## config.mk

```make
export PLATFORM = sky130hd
export DESIGN_NAME = counter_sequencer
export DESIGN_NICKNAME = d
export VERILOG_FILES = /design/src/rtl/counter_seq_pkg.sv /design/src/rtl/counter_seq_chk.sv /design/src/rtl/counter_sequencer.sv
export SDC_FILE = /design/constraint.sdc
export NUM_CORES = 1
export LEC_CHECK = 0
export ABC_AREA = 1
export BUFFER_PORTS_ARGS = -buffer_cell sky130_fd_sc_hd__clkbuf_2
export CAP_MARGIN = 20
export CELL_PAD_IN_SITES_DETAIL_PLACEMENT = 1
export CELL_PAD_IN_SITES_GLOBAL_PLACEMENT = 1
export CORE_ASPECT_RATIO = 1.25
export CORE_UTILIZATION = 40
export DETAILED_ROUTE_END_ITERATION = 10
export GPL_TIMING_DRIVEN = 0
export HOLD_SLACK_MARGIN = 0.15
export PLACE_DENSITY_LB_ADDON = 0.05
export SLEW_MARGIN = 20
export SYNTH_ARGS = -nofsm -noshare
export SYNTH_HDL_FRONTEND = slang
export SYNTH_HIERARCHICAL = 1
export SYNTH_SLANG_ARGS = --single-unit
export TNS_END_PERCENT = 5
```

## constraint.sdc

```tcl
create_clock -name clk -period 3.45 [get_ports clk]
set_clock_uncertainty 0.05 [all_clocks]
set_input_delay 1.035 -clock clk [delete_from_list [all_inputs] [get_ports clk]]
set_output_delay 1.035 -clock clk [all_outputs]
set_load 0.1 [all_outputs]
```

## src/rtl/counter_seq_pkg.sv

```systemverilog
// Shared types for the counter sequencer: FSM states, 2-bit error codes
// and a small state-decode helper.
package counter_seq_pkg;

    // Error codes as reported on err_code
    localparam logic [1:0] ERR_CODE_NONE    = 2'b00;
    localparam logic [1:0] ERR_CODE_LOAD    = 2'b01;
    localparam logic [1:0] ERR_CODE_STEP    = 2'b10;
    localparam logic [1:0] ERR_CODE_TIMEOUT = 2'b11;

    typedef enum logic [2:0] {
        ST_IDLE  = 3'd0,
        ST_LOAD  = 3'd1,
        ST_COUNT = 3'd2,
        ST_DONE  = 3'd3,
        ST_ERR   = 3'd4
    } seq_state_t;

    typedef enum logic [1:0] {
        SE_NONE    = ERR_CODE_NONE,
        SE_LOAD    = ERR_CODE_LOAD,
        SE_STEP    = ERR_CODE_STEP,
        SE_TIMEOUT = ERR_CODE_TIMEOUT
    } seq_err_t;

    // States in which a sequence is in flight (abortable, busy)
    function automatic logic state_is_busy(input seq_state_t s);
        return (s == ST_LOAD) || (s == ST_COUNT);
    endfunction

endpackage

```

## src/rtl/counter_seq_chk.sv

```systemverilog
// Counter response checker: verifies the load value on the first COUNT
// cycle, the single-step progression on later COUNT cycles, and runs the
// unpaused-COUNT watchdog.
// Ports:
//   clk, rst        clock, async active-high reset
//   i_state         sequencer FSM state
//   i_cnt           counter value fed back from the external counter
//   i_start_val     captured load value
//   i_prev_enb      count enable driven in the previous cycle
//   i_updn          captured direction (1 = up)
//   i_pause         pause input (paused cycles do not feed the watchdog)
//   o_err_code_c    error code of the failing check (combinational)
//   o_fail_c        a check failed this cycle (combinational)
module counter_seq_chk
    import counter_seq_pkg::*;
#(
    parameter int unsigned WIDTH   = 8,
    parameter int unsigned TIMEOUT = 300
) (
    input  logic             clk,
    input  logic             rst,
    input  seq_state_t       i_state,
    input  logic [WIDTH-1:0] i_cnt,
    input  logic [WIDTH-1:0] i_start_val,
    input  logic             i_prev_enb,
    input  logic             i_updn,
    input  logic             i_pause,
    output seq_err_t         o_err_code_c,
    output logic             o_fail_c
);

    localparam int unsigned WD_W = $clog2(TIMEOUT + 1);

    logic [WIDTH-1:0] r_prev_cnt;
    logic             r_first;
    logic [WD_W-1:0]  r_wdog;
    logic [WIDTH-1:0] w_exp_cnt;
    logic             w_in_count;
    logic             w_wdog_hit;

    // History: previous counter value, first-COUNT marker, watchdog
    always_ff @(posedge clk or posedge rst) begin
        if (rst) begin
            r_prev_cnt <= '0;
            r_first    <= 1'b0;
            r_wdog     <= '0;
        end else begin
            r_prev_cnt <= i_cnt;
            r_first    <= (i_state == ST_LOAD);
            if (i_state != ST_COUNT) begin
                r_wdog <= '0;
            end else if (!i_pause) begin
                r_wdog <= r_wdog + WD_W'(1);
            end
        end
    end

    // Check evaluation; load beats step beats timeout
    always_comb begin
        o_fail_c     = 1'b0;
        o_err_code_c = SE_NONE;
        w_in_count   = (i_state == ST_COUNT);
        w_exp_cnt    = r_prev_cnt;
        if (i_prev_enb) begin
            w_exp_cnt = i_updn ? (r_prev_cnt + WIDTH'(1)) : (r_prev_cnt - WIDTH'(1));
        end
        // this cycle is the TIMEOUT-th unpaused COUNT cycle
        w_wdog_hit = !i_pause && (r_wdog == WD_W'(TIMEOUT - 1));

        if (w_in_count) begin
            if (r_first && (i_cnt != i_start_val)) begin
                o_fail_c     = 1'b1;
                o_err_code_c = SE_LOAD;
            end else if (!r_first && (i_cnt != w_exp_cnt)) begin
                o_fail_c     = 1'b1;
                o_err_code_c = SE_STEP;
            end else if (w_wdog_hit) begin
                o_fail_c     = 1'b1;
                o_err_code_c = SE_TIMEOUT;
            end
        end
    end

endmodule

```

## src/rtl/counter_sequencer.sv

```systemverilog
// Drives an external up/down counter through a load-then-count sequence
// from start_val to end_val, checking every returned value.
// Ports:
//   clk, rst            clock, async active-high reset
//   start               sequence request (sampled in IDLE only)
//   start_val, end_val  load and terminal values (captured on start)
//   pause               hold the counter
//   abort               drop the sequence in LOAD/COUNT
//   clr_err             leave ERR
//   cnt_in              counter output fed back
//   ld_cnt_             active-low counter load
//   count_enb           counter enable (combinational from cnt_in/pause)
//   updn_cnt            counter direction, 1 = up
//   data_in             counter load data
//   busy, done          in-flight flag, one-cycle completion pulse
//   err_code            00 none, 01 load, 10 step, 11 timeout
module counter_sequencer
    import counter_seq_pkg::*;
#(
    parameter int unsigned WIDTH   = 8,
    parameter int unsigned TIMEOUT = 300
) (
    input  logic             clk,
    input  logic             rst,
    input  logic             start,
    input  logic [WIDTH-1:0] start_val,
    input  logic [WIDTH-1:0] end_val,
    input  logic             pause,
    input  logic             abort,
    input  logic             clr_err,
    input  logic [WIDTH-1:0] cnt_in,
    output logic             ld_cnt_,
    output logic             count_enb,
    output logic             updn_cnt,
    output logic [WIDTH-1:0] data_in,
    output logic             busy,
    output logic             done,
    output logic [1:0]       err_code
);

    seq_state_t       r_state;
    seq_state_t       w_next;
    logic [WIDTH-1:0] r_start_val;
    logic [WIDTH-1:0] r_end_val;
    logic             r_updn;
    logic             r_ld_cnt_n;
    logic             r_busy;
    logic             r_done;
    logic             r_prev_enb;
    seq_err_t         r_err_code;
    seq_err_t         w_err_next;
    seq_err_t         w_chk_code;
    logic             w_chk_fail;
    logic             w_capture;
    logic             w_at_end;
    logic             w_count_enb;

    assign w_capture = (r_state == ST_IDLE) && start;
    assign w_at_end  = (cnt_in == r_end_val);
    // Enable must follow cnt_in/pause in the same cycle, so it is decoded, not registered
    assign w_count_enb = (r_state == ST_COUNT) && !pause && !w_at_end;

    counter_seq_chk #(
        .WIDTH  (WIDTH),
        .TIMEOUT(TIMEOUT)
    ) u_chk (
        .clk         (clk),
        .rst         (rst),
        .i_state     (r_state),
        .i_cnt       (cnt_in),
        .i_start_val (r_start_val),
        .i_prev_enb  (r_prev_enb),
        .i_updn      (r_updn),
        .i_pause     (pause),
        .o_err_code_c(w_chk_code),
        .o_fail_c    (w_chk_fail)
    );

    // Next-state and next error code
    always_comb begin
        w_next     = r_state;
        w_err_next = SE_NONE;
        case (r_state)
            ST_IDLE:  if (start) w_next = ST_LOAD;
            ST_LOAD:  w_next = ST_COUNT;
            ST_COUNT: begin
                if (w_chk_fail) begin
                    w_next = ST_ERR;
                end else if (w_at_end) begin
                    w_next = ST_DONE;
                end
            end
            ST_DONE:  w_next = ST_IDLE;
            ST_ERR:   if (clr_err) w_next = ST_IDLE;
            default:  w_next = ST_IDLE;
        endcase
        // abort overrides every transition of an in-flight sequence
        if (abort && state_is_busy(r_state)) begin
            w_next = ST_IDLE;
        end
        if (w_next == ST_ERR) begin
            w_err_next = (r_state == ST_ERR) ? r_err_code : w_chk_code;
        end
    end

    // State, capture and registered output decode of the next state
    always_ff @(posedge clk or posedge rst) begin
        if (rst) begin
            r_state     <= ST_IDLE;
            r_start_val <= '0;
            r_end_val   <= '0;
            r_updn      <= 1'b0;
            r_ld_cnt_n  <= 1'b1;
            r_busy      <= 1'b0;
            r_done      <= 1'b0;
            r_prev_enb  <= 1'b0;
            r_err_code  <= SE_NONE;
        end else begin
            r_state    <= w_next;
            r_ld_cnt_n <= (w_next != ST_LOAD);
            r_busy     <= state_is_busy(w_next);
            r_done     <= (w_next == ST_DONE);
            r_prev_enb <= w_count_enb;
            r_err_code <= w_err_next;
            if (w_capture) begin
                r_start_val <= start_val;
                r_end_val   <= end_val;
                r_updn      <= (end_val >= start_val);
            end
        end
    end

    assign ld_cnt_   = r_ld_cnt_n;
    assign count_enb = w_count_enb;
    assign updn_cnt  = r_updn;
    assign data_in   = r_start_val;
    assign busy      = r_busy;
    assign done      = r_done;
    assign err_code  = r_err_code;

endmodule

```

==> run metrics <==
CTS Buf Count=5; Clock Latency Late Sink=~0.29 ns; Max Freq=about 300 MHz; Slew headroom=0.489; vias per cell=about 5; sequential cell fraction of total power=0.296; RSZ-0062 raised after global routing=no; H-tree Lvls=2; # rows=34; boundary pin count=45; multi-input logic area=0.00151 mm2; nets@finish=510; Fillers=~980; startpoint types=input port; CTS Sinks=44; final setup fails=0; routed vias=~2,700; initial antenna violation count=0; post-DP HPWL=5980 um; switching pwr=approximately 1.4 mW; Final Critical Period=approximately 3.3 ns; post-CTS repair timing setup buffer count=0; proportion of power drawn by the clock network=0.132; Crit path largest cell delay=roughly 0.46 ns; Root Buffer=clkbuf_8; Cell variety after synth=35; Seq/Total Area, Yosys=0.378; Switching Fraction=0.540; HP Class=reg -> reg; share of layout cells above drive strength 1=0.178; status=complete, no violations; worst setup margin=0.109 ns; most frequent cells in the layout=130 x nand2_1, 66 x inv_1, 43 x dfrtp_1, 43 x clkbuf_2, 39 x nand3_1; final WL=~7200 um; WL per Instance=~13 um; Layout area overhead=15.1%; sequential standard cell area=0.00110 mm2; leading cell type in the layout, fill and taps excluded=nand2_1; pre-CTS setup slack=~0.1 ns; post-route setup TNS=0 ns; die width=just under 80 um; top_reg_cell synth=dfrtp_1; kind of end point of the critical path=primary output; # diodes=0; warnings from Yosys=6; remaining antenna violation count=0; WP data arrival=around 2.3 ns; Port-buffer cells=44; final hold vios=0; Most Frequent Cell on Critical Path=nand2_1; CTS tree=built; Netlist Area Pre-Place=~0.0029 mm2; worst hold slack=around 0.40 ns; worst slew pin tran=0.765 ns; cts hold-fix bufs=0; Seq cells post-synth=44; Slew Viols, Final=0; crit-path cells=clkbuf_2 -> inv_1 -> nand2_1 -> nand2_1 -> nand2_1 -> nor2_1 -> a211oi_4 -> buf_2; Iteration-0 DRC Markers=34; total grt overflow=0; crit-path max FO=6; critical path class=in -> out; vias in the first global route=2,874; Cells after Synth=roughly 410; largest net degree at the start of global routing=27; Global Route Usage Sum=0.211; static leakage=around 1.8 nW; asr flop ratio synth=1.00; final core occ=0.478; first-pass GRT wire length=12,700 um; Core Region=about 0.007 mm2; slack of the worst reg-to-reg path=around 0.50 ns; final worst path period share=0.968; Logic pwr share=0.572; DR DRC count=0; Bufs on Longest Clock Path=2; internal power=1.20 mW; Final Power=~2.6 mW; Peak VDD IR=just under 600 uV; mean area per synthesized cell=~7.1 um2; syn_nets=between 400 and 500; Crit path required time=between 2 and 2.5 ns; Clk pin slew, worst setup/hold paths=roughly 0.090 ns; Die H=slightly below 100 um; routability cong.=0.747; cell area power density=roughly 800 mW/mm2; drt pass-1 iters=4; EDFF count, synth=0; die area=around 0.0076 mm2; slowest stage cell, crit path=buf_2; initial core utilization=0.415; Max Cap Viol=0
-- stage by stage --
step / instances / area, um2
5_1_grt: 555 / 3350
2_1_floorplan: 413 / 2930
4_1_cts: 555 / 3350
3_3_place_gp: 547 / 3260
6_report: 555 / 3350
3_5_place_dp: 547 / 3260
-- Yosys cell counts (2+ instances only) --
cell type / instances / area [um2]
nor2_2: 3 / 18.8
xnor2_1: 7 / 61.3
inv_2: 5 / 18.8
o21ai_1: 5 / 25.0
nand2_1: 130 / 488
nand4_1: 4 / 25.0
or2_1: 7 / 43.8
a21oi_1: 17 / 85.1
buf_2: 3 / 15.0
ha_1: 15 / 188
nand3_2: 2 / 20.0
nor2_1: 20 / 75.1
inv_1: 67 / 251
o21ai_0: 16 / 80.1
nand2_2: 5 / 31.3
or2_2: 3 / 18.8
nor3_1: 6 / 30.0
nand3_1: 39 / 195
dfrtp_1: 43 / 1080
-- per-layer routing --
layer	track usage	vias up	routed length, um
met3	0.0319	12	212
li1	-	1392	-
met1	0.252	1272	3250
met4	0.0698	0	180
met5	0	-	0
met2	0.380	42	3550
-- registers in the layout, summed over array words and instances, names as in the netlist --
register          flops
busy                  1
data_in               8
done                  1
err_code              2
ld_cnt_               1
r_end_val             8
r_prev_enb            1
r_state               3
u_chk/r_first         1
u_chk/r_prev_cnt      8
u_chk/r_wdog          9
updn_cnt              1
-- final timing paths --
check                                startpoint                   to  cells after the start
max in group asynchronous                   rst  u_chk/r_prev_cnt[0]                      2
worst min-delay path            u_chk/r_wdog[8]      u_chk/r_wdog[8]                      1
worst max register to register         updn_cnt                 done                     16
worst max-delay path                  cnt_in[5]            count_enb                      8
worst min register to register  u_chk/r_wdog[8]      u_chk/r_wdog[8]                      1
min in group asynchronous                   rst           r_prev_enb                      2
-- timing repair --
item                                    4_1_cts  5_1_grt
gates resized for setup                       0        1
endpoints found under the setup margin        0        1
endpoints found under the hold margin         0        0
-- critical path, delay by kind of cell --
kind	cells	cell delay [ns]
AOI/OAI and AO/OA	1	0.26
and+or+nand+nor	4	0.26
buffers and inverters	3	0.70
-- cell families after synthesis --
kind of cell,share of synthesized area
buffers and inverters,0.106
XOR/XNOR,0.0210
adder cells (fa/ha/maj),0.0713
AND/OR/NAND/NOR,0.342
AO/OA/AOI/OAI,0.0812
flip-flops,0.378
-- power by group through the flow --
| stage | clock network (mW) | logic (mW) | registers, mW |
|---|---|---|---|
| 2_1_floorplan | 0 | 0.748 | 1.22 |
| 3_3_place_gp | 0 | 1.45 | 0.777 |
| 3_5_place_dp | 0 | 1.51 | 0.783 |
| 4_1_cts | 0.354 | 1.51 | 0.773 |
| 5_1_grt | 0.372 | 1.65 | 0.792 |
| 6_report | 0.343 | 1.49 | 0.771 |
-- cell type report --
type                            instances  area share
Clock inverter                          1     0.00224
Multi-Input combinational cell        290       0.451
Buffer                                  5     0.00896
Tap cell                               90      0.0336
Sequential cell                        44       0.329
Clock buffer                            7      0.0257
Inverter                               74      0.0836
Timing Repair Buffer                   44      0.0657
Power figures use the tool's default switching activity.
